**config.mk**
```make
export PLATFORM = sky130hd
export DESIGN_NAME = rwave_peak_scan
export DESIGN_NICKNAME = d
export VERILOG_FILES = /design/src/rtl/rwave_peak_scan.sv
export SDC_FILE = /design/constraint.sdc
export NUM_CORES = 1
export LEC_CHECK = 0
export ABC_CLOCK_PERIOD_IN_PS = 5000
export CORE_MARGIN = 2
export CORE_UTILIZATION = 58
export DETAILED_ROUTE_END_ITERATION = 6
export HOLD_SLACK_MARGIN = 0.03
export PLACE_DENSITY = 0.81
export SYNTH_ARGS = -nofsm -noshare
export SYNTH_HDL_FRONTEND = slang
export SYNTH_HIERARCHICAL = 1
export SYNTH_SLANG_ARGS = --single-unit
```
**constraint.sdc**
```tcl
create_clock -name clk -period 5 [get_ports clk]
set_clock_uncertainty 0.15 [all_clocks]
set_input_delay 1 -clock clk [delete_from_list [all_inputs] [get_ports clk]]
set_output_delay 1 -clock clk [all_outputs]
set_load 0.05 [all_outputs]
```
**src/rtl/rwave_peak_scan.sv**
```systemverilog
// Read sequencer for the multi-lead R-wave buffer with per-lead signed peak search.
// One lane per lead keeps a running max and its address; results are published on the done cycle.

module rwave_peak_lane #(
  parameter int DATA_W = 16,
  parameter int AW     = 7
) (
  input  logic              clk,
  input  logic              reset,
  input  logic              init,
  input  logic              cap,
  input  logic [DATA_W-1:0] sample,
  input  logic [AW-1:0]     addr,
  output logic [DATA_W-1:0] max_nxt,
  output logic [AW-1:0]     idx_nxt
);
  localparam logic [DATA_W-1:0] SMIN = {1'b1, {(DATA_W-1){1'b0}}};

  logic [DATA_W-1:0] max_q;
  logic [AW-1:0]     idx_q;

  // Strict compare keeps the earliest address on ties.
  always_comb begin
    max_nxt = max_q;
    idx_nxt = idx_q;
    if (init) begin
      max_nxt = SMIN;
      idx_nxt = '0;
    end else if (cap && ($signed(sample) > $signed(max_q))) begin
      max_nxt = sample;
      idx_nxt = addr;
    end
  end

  always_ff @(posedge clk) begin
    if (reset) begin
      max_q <= SMIN;
      idx_q <= '0;
    end else begin
      max_q <= max_nxt;
      idx_q <= idx_nxt;
    end
  end
endmodule

module rwave_peak_scan #(
  parameter int DATA_W          = 16,
  parameter int NUM_OF_MEM      = 8,
  parameter int LOG2_NUM_OF_MEM = 3,
  parameter int MEM_DEPTH       = 128,
  parameter int LOG2_MEM_DEPTH  = 7
) (
  input  logic                                 clk,
  input  logic                                 reset,
  input  logic                                 start,
  input  logic [LOG2_MEM_DEPTH:0]              len,
  input  logic signed [DATA_W-1:0]             thresh,
  output logic                                 rd_en,
  output logic [LOG2_MEM_DEPTH-1:0]            rd_addr,
  input  logic signed [DATA_W-1:0]             rd_data,
  input  logic                                 rd_inc,
  output logic                                 busy,
  output logic                                 done,
  output logic [NUM_OF_MEM*DATA_W-1:0]         peak_val,
  output logic [NUM_OF_MEM*LOG2_MEM_DEPTH-1:0] peak_idx,
  output logic [NUM_OF_MEM-1:0]                peak_found,
  output logic                                 sync_err
);
  localparam int LW = LOG2_MEM_DEPTH + 1;
  localparam int CW = LW + LOG2_NUM_OF_MEM;
  localparam logic [LW-1:0]     DEPTH_L = LW'(MEM_DEPTH);
  localparam logic [DATA_W-1:0] SMIN    = {1'b1, {(DATA_W-1){1'b0}}};

  typedef enum logic [1:0] {IDLE, SCAN, DONE} state_t;
  state_t state_q, state_nxt;

  logic                    start_acc;
  logic [LW-1:0]           len_c;
  logic [CW-1:0]           total_q;   // NUM_OF_MEM * L
  logic [CW-1:0]           iss_q;     // r-1 while scanning
  logic [CW-2:0]           cap_q;     // r-2: lead/address of the sample on rd_data
  logic                    cap_vld;
  logic                    rinc_exp;
  logic signed [DATA_W-1:0] thr_q, thr_nxt;

  logic [NUM_OF_MEM-1:0][DATA_W-1:0]         max_nxt, pv_q;
  logic [NUM_OF_MEM-1:0][LOG2_MEM_DEPTH-1:0] idx_nxt, pi_q;
  logic [NUM_OF_MEM-1:0]                     found_nxt;

  assign len_c    = (len > DEPTH_L) ? DEPTH_L : len;
  assign thr_nxt  = start_acc ? thresh : thr_q;
  assign rd_addr  = iss_q[LOG2_NUM_OF_MEM +: LOG2_MEM_DEPTH];
  assign rinc_exp = (iss_q[LOG2_NUM_OF_MEM-1:0] == '1) && (iss_q < total_q);
  assign peak_val = pv_q;
  assign peak_idx = pi_q;

  always_comb begin
    state_nxt = state_q;
    start_acc = 1'b0;
    case (state_q)
      IDLE: if (start) begin
        start_acc = 1'b1;
        state_nxt = (len_c == '0) ? DONE : SCAN;
      end
      SCAN:    if (iss_q == total_q) state_nxt = DONE;
      DONE:    state_nxt = IDLE;
      default: state_nxt = IDLE;
    endcase
  end

  always_ff @(posedge clk) begin
    if (reset) begin
      state_q  <= IDLE;
      busy     <= 1'b0;
      rd_en    <= 1'b0;
      done     <= 1'b0;
      iss_q    <= '0;
      cap_q    <= '0;
      cap_vld  <= 1'b0;
      total_q  <= '0;
      thr_q    <= '0;
      sync_err <= 1'b0;
    end else begin
      state_q <= state_nxt;
      busy    <= (state_nxt == SCAN);
      rd_en   <= (state_nxt == SCAN);
      done    <= (state_nxt == DONE);
      iss_q   <= (state_q == SCAN && state_nxt == SCAN) ? iss_q + 1'b1 : '0;
      cap_q   <= iss_q[CW-2:0];
      // The trailing read at r = 8L+1 is a discard; its data never gets captured.
      cap_vld <= (state_q == SCAN) && (iss_q != total_q);
      thr_q   <= thr_nxt;
      if (start_acc) total_q <= {len_c, {LOG2_NUM_OF_MEM{1'b0}}};
      if (start_acc) sync_err <= 1'b0;
      else if (state_q == SCAN && rd_inc != rinc_exp) sync_err <= 1'b1;
    end
  end

  always_ff @(posedge clk) begin
    if (reset) begin
      pv_q <= {NUM_OF_MEM{SMIN}};
      pi_q <= '0;
      peak_found <= '0;
    end else if (state_nxt == DONE) begin
      pv_q <= max_nxt;
      pi_q <= idx_nxt;
      peak_found <= found_nxt;
    end
  end

  for (genvar n = 0; n < NUM_OF_MEM; n++) begin : g_lane
    rwave_peak_lane #(.DATA_W(DATA_W), .AW(LOG2_MEM_DEPTH)) u_lane (
      .clk     (clk),
      .reset   (reset),
      .init    (start_acc),
      .cap     (cap_vld && (cap_q[LOG2_NUM_OF_MEM-1:0] == LOG2_NUM_OF_MEM'(n))),
      .sample  (rd_data),
      .addr    (cap_q[LOG2_NUM_OF_MEM +: LOG2_MEM_DEPTH]),
      .max_nxt (max_nxt[n]),
      .idx_nxt (idx_nxt[n])
    );
    assign found_nxt[n] = $signed(max_nxt[n]) > thr_nxt;
  end
endmodule
```
==> flow_summary_export.csv <==
group,metric,value,unit
synthesis,netlist.area_leader.share,33.5,%
synthesis,synth_area_leader_cell,"dfxtp_1",
global_route,grt_antenna_before_repair,3,
timing,final-hold-violation-count,0,
power,peakVddDrop,263,uV
floorplan,core-area,43300,um^2
power,pwr-share-comb,16.8,%
timing,setup_viol_count_final,0,
finish,nNetsFinal,3879,
worst_setup_path,critPathKind,"in -> reg",
power,leakage,12.7,nW
worst_setup_path,critPathRequiredTime,5.34,ns
route,wl_per_cell,22.4,um
clock_tree,insertion_delay,0.61,ns
synthesis,synth_area_per_cell,8.69,um^2
clock_tree,cts_buffers,46,
synthesis,synthesis.nets,3244,
floorplan,die_area,45600,um^2
placed_design,port_buffers,246,
worst_setup_path,crit_path_start_kind,"input port",
power,power.density,253,nW/um^2
finish,layout_commonest_cell,"a21oi_1",
clock_tree,cts_buffer_depth,3,
synthesis,syn_area,25500,um^2
timing,slew_violations,0,
finish,final_util,78.3,%
global_route,grt_pass1_vias,25077,
floorplan,die_y,214,um
synthesis,synthFlopType,"dfxtp_1",
worst_setup_path,worst_ep_arrival_time,5.21,ns
timing,worstMarginPinSlew,1.13,ns
min_path,hold_depth,2,
placed_design,gp_congestion,0.999,
min_path,min_path_type,"reg -> reg",
route,post-route-drc-count,2,
power,seqPwrFrac,40.3,%
route,vias,25706,
finish,final_cell_mix,"585 x a21oi_1, 481 x buf_4, 427 x dfxtp_1",
clock_tree,hold_buffers,0,
clock_tree,cts.sinks,427,
job,maxCapViolCount,0,
worst_setup_path,r2r_slack,0.80,ns
floorplan,die_w,214,um
route,wl,93.9,mm
global_route,grt_overflow_total,0,
clock_tree,cts_max_level,2,
clock_tree,clkTransAtPathRegs,0.07,ns
timing,rsz0062_at_grt,"no",
synthesis,yosys_warnings,6,
global_route,grt_pass1_wl,143,mm
finish,fill_cells,2904,
route,vias_per_cell,6.13,
floorplan,pin_count,247,
route,highest_layer,"met4",
route,first_iter_violations,2575,
global_route,grt_util_all_layers,40.9,%
worst_setup_path,worstRegToRegCells,16,
timing,slew_headroom,23.3,%
worst_setup_path,end_kind,"register",
timing,fin_crit,4.88,ns
synthesis,synth-seq-cells,427,
floorplan,rows,76,
finish,area_delta_synth_final,33.0,%
timing,fmax,0.205,GHz
placed_design,dp_hpwl,68.6,mm
route,drt-met1-wl,36.7,mm
power,switching_share,29.1,%
synthesis,synthCells,2933,
finish,drive_gt1_share,28.1,%
clock_tree,cts_tree,"yes",
synthesis,synth_seq_area_share,33.5,%
global_route,grt_start_max_net_pins,97,
timing,finalCritPeriodShare,97.5,%
clock_tree,cts_setup_buffers,0,
power,p_sw,2.49,mW
synthesis,synth_cell_type_count,73,
route,antenna_left,0,
power,clkPwrFrac,42.9,%
synthesis,async_reset_ff_share,0,%
power,p_int,6.07,mW
route,wl_met2,42.2,mm
placed_design,dp_cells,4105,
floorplan,start_util,58.9,%
clock_tree,clock-root-buffer,"clkbuf_16",
synthesis,synth_edf_count,0,
outcome,violations,"design-rule violations",
route,met3WireLength,9.37,mm
outcome,status,"finished, violations left",
finish,instances_no_fill,4195,
synthesis,synth_area_leaders,"dfxtp_1 34%, ha_1 13%, a21oi_1 12%",
worst_setup_path,cp_max_fo,8,
route,firstDrtPassIters,7,
==> layer usage <==
layer	up-vias	global-route usage [%]
met5	-	0
met4	0	24.2
met3	339	8.23
met2	1396	65.3
met1	12171	51.3
li1	11800	-
==> critical path, stage by stage <==
cell,delay (ns)
clkdlybuf4s50_1,0.44
buf_12,0.17
buf_4,0.14
ha_1,0.34
nand4_4,0.11
buf_4,0.17
o31ai_1,0.47
o31a_1,0.26
buf_4,0.17
o21ai_2,0.06
a21oi_1,0.28
ha_1,0.32
a211oi_1,0.28
o21ai_0,0.13
o2111ai_1,0.12
or4b_1,0.49
mux2i_1,0.16
o21ai_0,0.10
==> power by group through the flow <==
| stage | clock [mW] | sequential [mW] | combinational (mW) |
|---|---|---|---|
| after floorplan | 0 | 3.57 | 0.666 |
| after global placement | 0 | 3.53 | 1.33 |
| after detailed placement | 0 | 3.53 | 1.38 |
| after CTS | 3.69 | 3.45 | 1.39 |
| after global routing | 3.82 | 3.45 | 1.51 |
| final | 3.67 | 3.45 | 1.43 |
==> sequential cells by signal (all words and copies together), names as in the netlist, 2 cells and up <==
signal	flops
state_q	2
cap_q	10
total_q	8
iss_q	11
peak_idx	56
peak_val	128
g_lane.u_lane/idx_q	56
thr_q	16
peak_found	8
g_lane.u_lane/max_q	128
==> logic make-up after synthesis <==
group	count (synthesis)	synth area share (%)
AOI/OAI and AO/OA	969	24.8
xor gates and xnor gates	8	0.275
adders and majority gates	267	13.1
buffers and inverters	345	6.86
DFF	427	33.5
muxes	18	0.712
and+or+nand+nor	899	20.7
==> metrics by stage <==
stage	worst slack [ns]	power (mW)	cell area (um^2)	TNS (ns)	hold WS (ns)
after global routing	0.00212	8.78	33900	0	0.318
after detailed placement	-0.440	4.91	32200	-2.89	0.293
after floorplan	0.456	4.24	25500	0	0.282
after global placement	-0.361	4.86	32200	-2.19	0.287
after CTS	0.189	8.54	33900	0	0.302
final	0.123	8.56	33900	0	0.299
==> cell usage after synthesis (5+ instances only) <==
| master | n |
|---|---|
| dfxtp_1 | 427 |
| nor4_1 | 5 |
| a2111o_1 | 7 |
| or4_4 | 7 |
| buf_1 | 9 |
| o31ai_4 | 19 |
| xor2_1 | 7 |
| clkbuf_1 | 74 |
| buf_6 | 31 |
| a31oi_1 | 8 |
| mux2i_1 | 17 |
| a211oi_1 | 8 |
| nand4_1 | 71 |
| nand4_4 | 8 |
| nand2_1 | 424 |
| o21a_1 | 16 |
| nand3b_1 | 32 |
| inv_1 | 157 |
| o211ai_1 | 12 |
| buf_4 | 27 |
| nand3_1 | 45 |
| ha_1 | 267 |
| nand3_2 | 126 |
| o21ai_0 | 45 |
| a2111oi_2 | 7 |
| o21ai_2 | 141 |
| or2b_1 | 8 |
| o31ai_1 | 12 |
| a21o_1 | 38 |
| and4_4 | 7 |
| a21oi_1 | 587 |
| buf_2 | 43 |
| nor2b_1 | 28 |
| nand4_2 | 14 |
| nand2b_1 | 17 |
| a21boi_1 | 22 |
| and3_4 | 14 |
| nor2_1 | 52 |
| o31a_1 | 16 |
| o31ai_2 | 7 |
| or2_2 | 11 |
==> final cells by class <==
| class | instances | area [um^2] | area share [%] |
|---|---|---|---|
| multi-input cells | 2161 | 15400 | 45.3 |
| repair buffers | 775 | 7030 | 20.7 |
| well taps | 585 | 732 | 2.16 |
| flip-flops and latches | 427 | 8550 | 25.2 |
| clock buffers | 54 | 1250 | 3.69 |
| diodes | 6 | 15.0 | 0.0443 |
| inverters | 157 | 594 | 1.75 |
| clock inverters | 30 | 370 | 1.09 |
==> what timing repair did <==
| action | CTS | global route |
|---|---|---|
| endpoints found under the setup margin | 0 | 4 |
| resized for setup | 0 | 6 |
| hold endpoints to repair | 0 | 0 |
==> final timing paths <==
check,to,start
setup / recovery,peak_found[3]$_SDFFE_PP0P_,rd_data[14]
hold reg to reg,peak_idx[35]$_SDFFE_PP0P_,peak_idx[35]$_SDFFE_PP0P_
setup reg to reg,peak_found[7]$_SDFFE_PP0P_,g_lane[7].u_lane/max_q[10]$_SDFF_PP0_
hold / removal,peak_idx[35]$_SDFFE_PP0P_,peak_idx[35]$_SDFFE_PP0P_
Power figures use the tool's default switching activity.
